===== config.mk =====
export PLATFORM = sky130hd
export DESIGN_NAME = pipeline_hazard_ctrl
export DESIGN_NICKNAME = d
export VERILOG_FILES = /design/src/rtl/pipeline_hazard_ctrl_pkg.sv /design/src/rtl/pipeline_hazard_ctrl_load_use_detect.sv /design/src/rtl/pipeline_hazard_ctrl.sv
export SDC_FILE = /design/constraint.sdc
export NUM_CORES = 1
export LEC_CHECK = 0
export ABC_CLOCK_PERIOD_IN_PS = 3100
export BUFFER_PORTS_ARGS = -buffer_cell sky130_fd_sc_hd__buf_4
export CORE_MARGIN = 4
export CORE_UTILIZATION = 45
export DETAILED_ROUTE_END_ITERATION = 10
export GPL_ROUTABILITY_DRIVEN = 0
export PLACE_DENSITY = 0.68
export SKIP_CTS_REPAIR_TIMING = 1
export SYNTH_ARGS = -nofsm -noshare
export SYNTH_HDL_FRONTEND = slang
export SYNTH_SLANG_ARGS = --single-unit
export TNS_END_PERCENT = 100

===== constraint.sdc =====
create_clock -name clk -period 3.1 [get_ports clk]
set_input_delay 0.31 -clock clk [delete_from_list [all_inputs] [get_ports clk]]
set_output_delay 0.31 -clock clk [all_outputs]
set_load 0.005 [all_outputs]

===== src/rtl/pipeline_hazard_ctrl_pkg.sv =====
`default_nettype none
// ============================================================================
// Module  : pipeline_hazard_ctrl_pkg
// Brief   : Shared pipeline definitions: hazard FSM state codes, zero register.
// Revision: 1.0
// ============================================================================
package pipeline_hazard_ctrl_pkg;

  localparam logic [1:0] RUN      = 2'd0;
  localparam logic [1:0] MEM_WAIT = 2'd1;
  localparam logic [1:0] FLUSH    = 2'd2;

  localparam logic [4:0] REG_X0   = 5'd0;

endpackage
`default_nettype wire


===== src/rtl/pipeline_hazard_ctrl_load_use_detect.sv =====
`default_nettype none
// ============================================================================
// Module  : load_use_detect
// Brief   : Flags a decode-stage read of a register still being loaded in execute.
// Revision: 1.0
// ============================================================================
module load_use_detect
  import pipeline_hazard_ctrl_pkg::*;
(
  input  logic [4:0] ifid_rs1,
  input  logic [4:0] ifid_rs2,
  input  logic       ifid_use_rs1,
  input  logic       ifid_use_rs2,
  input  logic [4:0] idex_rd,
  input  logic       idex_mem_read,
  output logic       hazard
);

  logic w_rs1_hit;
  logic w_rs2_hit;

  assign w_rs1_hit = ifid_use_rs1 && (idex_rd == ifid_rs1);
  assign w_rs2_hit = ifid_use_rs2 && (idex_rd == ifid_rs2);

  // x0 is hardwired zero, so a load targeting it never produces a dependency
  assign hazard = idex_mem_read && (idex_rd != REG_X0) && (w_rs1_hit || w_rs2_hit);

endmodule
`default_nettype wire


===== src/rtl/pipeline_hazard_ctrl.sv =====
`default_nettype none
// ============================================================================
// Module  : pipeline_hazard_ctrl
// Brief   : Stall/flush/freeze control for an in-order pipeline, with counters.
// Revision: 1.0
// ============================================================================
module pipeline_hazard_ctrl
  import pipeline_hazard_ctrl_pkg::*;
#(
  parameter int unsigned FLUSH_CYCLES = 1,
  parameter int unsigned MEM_TIMEOUT  = 255
) (
  input  logic        clk,
  input  logic        rst,
  input  logic [4:0]  ifid_rs1,
  input  logic [4:0]  ifid_rs2,
  input  logic        ifid_use_rs1,
  input  logic        ifid_use_rs2,
  input  logic [4:0]  idex_rd,
  input  logic        idex_mem_read,
  input  logic        ex_mispredict,
  input  logic        dmem_req,
  input  logic        dmem_ready,
  output logic        pc_en,
  output logic        pc_redirect,
  output logic        ifid_en,
  output logic        ifid_flush,
  output logic        idex_en,
  output logic        idex_flush,
  output logic        exmem_en,
  output logic [31:0] stall_count,
  output logic [31:0] flush_count,
  output logic        mem_timeout_err
);

  localparam logic [2:0]  c_flush_load = FLUSH_CYCLES[2:0];
  localparam logic [15:0] c_timeout    = MEM_TIMEOUT[15:0];

  logic [1:0]  r_state;
  logic [1:0]  w_next_state;
  logic [2:0]  r_residual;
  logic [2:0]  w_next_residual;
  logic [15:0] r_wait_cnt;
  logic [31:0] r_stall_count;
  logic [31:0] r_flush_count;
  logic        r_timeout_err;
  logic        w_freeze;
  logic        w_in_flush;
  logic        w_load_use;

  load_use_detect u_load_use_detect (
    .ifid_rs1      (ifid_rs1),
    .ifid_rs2      (ifid_rs2),
    .ifid_use_rs1  (ifid_use_rs1),
    .ifid_use_rs2  (ifid_use_rs2),
    .idex_rd       (idex_rd),
    .idex_mem_read (idex_mem_read),
    .hazard        (w_load_use)
  );

  assign w_freeze = dmem_req && !dmem_ready;
  // A freeze taken mid-flush parks in MEM_WAIT with the residual intact
  assign w_in_flush = (r_residual != 3'd0) && ((r_state == FLUSH) || (r_state == MEM_WAIT));

  always_ff @(posedge clk or posedge rst) begin
    if (rst) begin
      r_state    <= RUN;
      r_residual <= 3'd0;
    end else begin
      r_state    <= w_next_state;
      r_residual <= w_next_residual;
    end
  end

  always_comb begin
    w_next_state    = RUN;
    w_next_residual = r_residual;
    if (w_freeze) begin
      w_next_state = MEM_WAIT;
    end else if (ex_mispredict) begin
      w_next_residual = c_flush_load;
      w_next_state    = (c_flush_load != 3'd0) ? FLUSH : RUN;
    end else if (w_in_flush) begin
      w_next_residual = r_residual - 3'd1;
      w_next_state    = (r_residual == 3'd1) ? RUN : FLUSH;
    end
  end

  always_comb begin
    pc_en       = 1'b1;
    pc_redirect = 1'b0;
    ifid_en     = 1'b1;
    ifid_flush  = 1'b0;
    idex_en     = 1'b1;
    idex_flush  = 1'b0;
    exmem_en    = 1'b1;
    if (w_freeze) begin
      pc_en    = 1'b0;
      ifid_en  = 1'b0;
      idex_en  = 1'b0;
      exmem_en = 1'b0;
    end else if (ex_mispredict) begin
      pc_redirect = 1'b1;
      ifid_flush  = 1'b1;
      idex_flush  = 1'b1;
    end else if (w_in_flush) begin
      ifid_flush = 1'b1;
    end else if (w_load_use) begin
      pc_en      = 1'b0;
      ifid_en    = 1'b0;
      idex_flush = 1'b1;
    end
  end

  always_ff @(posedge clk or posedge rst) begin
    if (rst) begin
      r_wait_cnt    <= 16'd0;
      r_timeout_err <= 1'b0;
      r_stall_count <= 32'd0;
      r_flush_count <= 32'd0;
    end else begin
      if (w_freeze) begin
        if (r_wait_cnt != c_timeout) begin
          r_wait_cnt <= r_wait_cnt + 16'd1;
        end
        if ((r_wait_cnt + 16'd1) == c_timeout) begin
          r_timeout_err <= 1'b1;
        end
      end else begin
        r_wait_cnt <= 16'd0;
      end
      if (!pc_en) begin
        r_stall_count <= r_stall_count + 32'd1;
      end
      if (pc_redirect) begin
        r_flush_count <= r_flush_count + 32'd1;
      end
    end
  end

  assign stall_count     = r_stall_count;
  assign flush_count     = r_flush_count;
  assign mem_timeout_err = r_timeout_err;

endmodule
`default_nettype wire


Word-level counts from Yosys, hierarchy flattened
Index checks and enable logic that the tools add are counted.

word-level totals
  register bits after elaboration = 86
  bits of input ports = 23
  word-level logic and storage cells = 55

operators by class
  add/sub/neg operators = 4
  eq/ne operators = 8
  multiplexer cells = 22
  bitwise gates (word level) = 1
  reductions and logical operators = 14

operators by type and width
  operator                                                                  count
  32-bit by 1-bit adder with 32-bit output, second input constant           2
  16-bit two-way mux                                                        2
  16-bit by 1-bit adder with 16-bit output, second input constant           1
  16-bit by 8-bit equality test with 1-bit output, second input constant    1
  16-bit by 8-bit inequality test with 1-bit output, second input constant  1
  1-bit two-way mux                                                         14
  5-bit equality test                                                       2
  2-bit two-way mux                                                         4
  1-bit logical AND                                                         6
  3-bit two-way mux                                                         2
  5-bit nonzero test                                                        1
  2-bit AND reduction                                                       2
  3-bit by 1-bit equality test with 1-bit output, second input constant     1
  3-bit nonzero test                                                        1
  3-bit by 1-bit subtractor with 3-bit output, second input constant        1
  2-bit by 1-bit equality test with 1-bit output, second input constant     1
  2-bit equality test, second input constant                                1
  1-bit logical OR                                                          2
  2-bit by 1-bit inequality test with 1-bit output, second input constant   1
  2-bit nonzero test                                                        1
  1-bit logical NOT                                                         1
  1-bit inverter                                                            1

Depth between registers and ports, before layout
  depth after elaboration = 8
  gate-level depth with buffers = 9
  depth with buffers taken out = 8

Hierarchy
A second synthesis with hierarchy kept.

second synthesis, totals
  cells, all modules = 416
  area, all modules = 4,321.6 um^2

by module, submodules not included
  module                instances  cells each  area an instance (um^2)  seq. area each (um^2)
  pipeline_hazard_ctrl  1          399         4,187.8                  2,152.1
  load_use_detect       1          17          133.9                    0.0

Worst setup path after synthesis
Ideal clock, no wire load.

  path type = input-to-output
  start = input idex_rd[1]
  end = output pc_en
  arrival time = 1,600 ps
  data required time = 2,790 ps
  slack = 1,190 ps
  stages on the path = 6
  path through = or4_1 -> o221ai_1 -> nor2_1 -> a21oi_4 -> buf_6 -> buf_4

on the way
  word-level cells in the longest chain between the ends = 8
  elaborated cells on any way between the ends = 12

ends and longest elaborated chain
  element                                        line                                                                                    text
  from (decl)                                    pipeline_hazard_ctrl.sv:19                                                              input logic [4:0] idex_rd,
  5-bit equality test, on equally long branches  pipeline_hazard_ctrl_load_use_detect.sv:22, pipeline_hazard_ctrl_load_use_detect.sv:23
  1-bit logical AND, on equally long branches    pipeline_hazard_ctrl_load_use_detect.sv:22, pipeline_hazard_ctrl_load_use_detect.sv:23
  1-bit logical OR                               pipeline_hazard_ctrl_load_use_detect.sv:26                                              assign hazard = idex_mem_read && (idex_rd != REG_X0) && (w_rs1_hit || w_rs2_hit);
  1-bit logical AND (*)                          pipeline_hazard_ctrl_load_use_detect.sv:26
  1-bit two-way mux (*) (4 in series)            --
  to (decl)                                      pipeline_hazard_ctrl.sv:24                                                              output logic pc_en,

Every way passes the cells marked *; elsewhere a longest branch is shown, timed or not.

Worst setup path in the final report
  start = register r_residual[0]
  end = output ifid_en

on the way
  word-level cells in the longest chain between the ends = 5

ends and longest elaborated chain
  element                 line                         text
  from (decl)             pipeline_hazard_ctrl.sv:41   logic [2:0] r_residual;
  from (signal assigned)  pipeline_hazard_ctrl.sv:71   r_residual <= w_next_residual;
  3-bit nonzero test      pipeline_hazard_ctrl.sv:63   assign w_in_flush = (r_residual != 3'd0) && ((r_state == FLUSH) || (r_state == MEM_WAIT));
  1-bit logical AND       pipeline_hazard_ctrl.sv:63
  1-bit two-way mux       pipeline_hazard_ctrl.sv:106  end else if (w_in_flush) begin
  1-bit two-way mux       pipeline_hazard_ctrl.sv:102  end else if (ex_mispredict) begin
  1-bit two-way mux       pipeline_hazard_ctrl.sv:97   if (w_freeze) begin
  to (decl)               pipeline_hazard_ctrl.sv:26   output logic ifid_en,

No other way between the ends.

==> run metrics <==
synth unique cells=45; crit-path max FO=19; Max Slew Vio Count=0; status=finished clean; DR WL/cell=14.4 um; # IOs=95; final worst-path cycle share=0.787; total CTS buffers=9; CP bufs+invs=2; MaxCap Viol Count=0; fraction of layout cells with a size suffix above 1=0.245; antenna violations before repair=0; GRT Overall Usage=0.173; DRT Wirelength=9370 um; setup violators final=0; NumNets Final=547; Area growth syn-to-layout=23.2%; P_leak=2.54 nW; synth cell count leaders=dfrtp_1, xnor2_1, xor2_1, nor2_1, nand2_1; remaining global-route overflow=0; fin area=0.00538 sq mm; asr flop ratio synth=1.00; final setup TNS=0 ns; Vias/cell=5.22; Post-synth EDFFs=0; number of synthesized register bits=86; 1st-iter DRT viols=109; Core ar.=0.00933 sq mm; vias in the first global route=3426; CP max-delay cell=a21oi_4; Die Y=107 um; Seq/Total Area, Yosys=0.493; WP data arrival=2.13 ns; Slew HR=0.378; Worst EP required=2.79 ns; type of the worst min-delay path=in2async; Largest delay share family, worst path=compound AO/OA/AOI/OAI gates; clock root cell=clkbuf_8; Max VDD drop=0.459 mV; most common cell in the netlist=dfrtp_1; Net Count, Synth=451; area post-placement=0.00519 sq mm; Cell Chain, Critical Path=inv_1 > ha_1 > nor2b_1 > o221ai_1 > nor2_1 > a21oi_4 > buf_4; Max clock buf depth=2; HPWL Detailed=6900 um; Ys Warns=0; clk_lat worst skew=0.35 ns; FMAX=410 MHz; largest net degree at the start of global routing=54; Clock Skews=0.0139 ns; synth top area cells=dfrtp_1, xnor2_1, xor2_1; worst slew pin tran=0.932 ns; CTS clk-pin slew, worst paths=0.10 ns; Antenna Cells=0; CTS tree=yes; I/O Buffers=94; post-synth top area cell=dfrtp_1; first-pass GRT wire length=16000 um; post-synthesis average cell area=10.4 sq um; RSZ-0062 raised after global routing=no; die footprint=0.0113 sq mm; Die Width=107 um; crit path capture type=output port; # clock sinks=86; Final Critical Period=2.44 ns; DR pass1 iterations=4; leading register cell type out of synthesis=dfrtp_1; H-tree levels=3; Initial Util=0.468; vias post-DR=3398; Netlist Area Pre-Place=0.00437 sq mm; Gate Count Post-Synth=421; pwr dens=497 mW/mm^2; row cnt=35; Fin. Hold Viols=0; CP Launch Type=flip-flop; DRC Markers=0; ANT nets after route=0; Critical Path Max Stage Delay=0.48 ns; Total Power=2.67 mW; area share of the largest cell type after synthesis=0.493; Crit Path Category=reg2out
[per-stage QoR]
stage | worst slack (ns) | hold WS [ns] | util | instances
finish | 0.660 | 0.133 | 0.577 | 651
global route | 0.513 | 0.193 | 0.577 | 651
CTS | 0.633 | 0.155 | 0.577 | 651
detailed placement | 0.649 | 0.467 | 0.557 | 635
global placement | 0.704 | 0.459 | 0.557 | 635
floorplan | 0.568 | 0.426 | - | 421
[layout by cell type, fill, tap and decap left out, types with 4 or more instances in the layout]
cell type / netlist / layout
xor2_1: 43 / 43
nor3_2: 4 / 4
nor2_1: 35 / 35
and3_1: 12 / 12
clkbuf_8: 0 / 10
dfrtp_1: 86 / 86
nor3_1: 9 / 9
nand4_1: 23 / 23
nand3_1: 30 / 30
buf_4: 2 / 97
and2_1: 5 / 5
nor4_1: 11 / 11
nand2_1: 34 / 34
o21ai_0: 9 / 9
inv_1: 12 / 11
xnor2_1: 47 / 47
ha_1: 7 / 7
[final cells by class]
class	instances	area [sq um]
sequential	86	2150
clock inverter	5	41.3
timing repair buffer	98	748
fill	821	3950
clock buffer	11	141
multi-input combinational	310	2090
tap	129	161
inverter	12	46.3
[kinds of logic (layout without fill, tap and decap cells)]
| family | Yosys count | in the layout | synth area share |
|---|---|---|---|
| AND/OR/NAND/NOR | 189 | 189 | 0.236 |
| flip-flops | 86 | 86 | 0.493 |
| multiplexers | 4 | 4 | 0.0109 |
| AO/OA/AOI/OAI | 20 | 20 | 0.0307 |
| adder cells (fa/ha/maj) | 7 | 7 | 0.0201 |
| XOR/XNOR | 90 | 90 | 0.181 |
| buffers and inverters | 25 | 126 | 0.0292 |
[per-layer routing]
metal  routed length [um]  vias to the layer above  GRT usage
li1                     -                     1637          -
met1                 4250                     1662      0.227
met2                 4530                       90      0.285
met3                  506                        9     0.0461
met4                   86                        0     0.0447
met5                    0                        -          0
[sequential cells by signal, summed over array words and instances, names as in the netlist]
| register | cells |
|---|---|
| r_state | 2 |
| r_wait_cnt | 16 |
| r_residual | 3 |
| flush_count | 32 |
| mem_timeout_err | 1 |
| stall_count | 32 |
[final timing paths]
kind | depth (start not counted) | to | from | slack (ns)
setup / recovery | 7 | ifid_en | r_residual[0] | 0.66
hold / removal | 2 | flush_count[8] | rst | 0.13
setup reg to reg | 6 | r_wait_cnt[0] | r_wait_cnt[1] | 0.79
hold reg to reg | 1 | flush_count[31] | flush_count[31] | 0.47
max in group asynchronous | 3 | flush_count[2] | rst | 2.27
min in group clk | 2 | r_residual[1] | ex_mispredict | 0.24
[power breakdown]
| part | switching (mW) | internal [mW] |
|---|---|---|
| Combinational | 0.249 | 0.302 |
| Sequential | 0.150 | 1.24 |
| Clock | 0.414 | 0.321 |
[worst reg2reg max path, stage by stage (launching register included)]
cell and delay, ns:
dfrtp_1 0.41, ha_1 0.33, nand3_1 0.19, nor3_2 0.40
nand3_1 0.37, nand2_1 0.37, mux2i_1 0.12
Power figures use the tool's default switching activity.
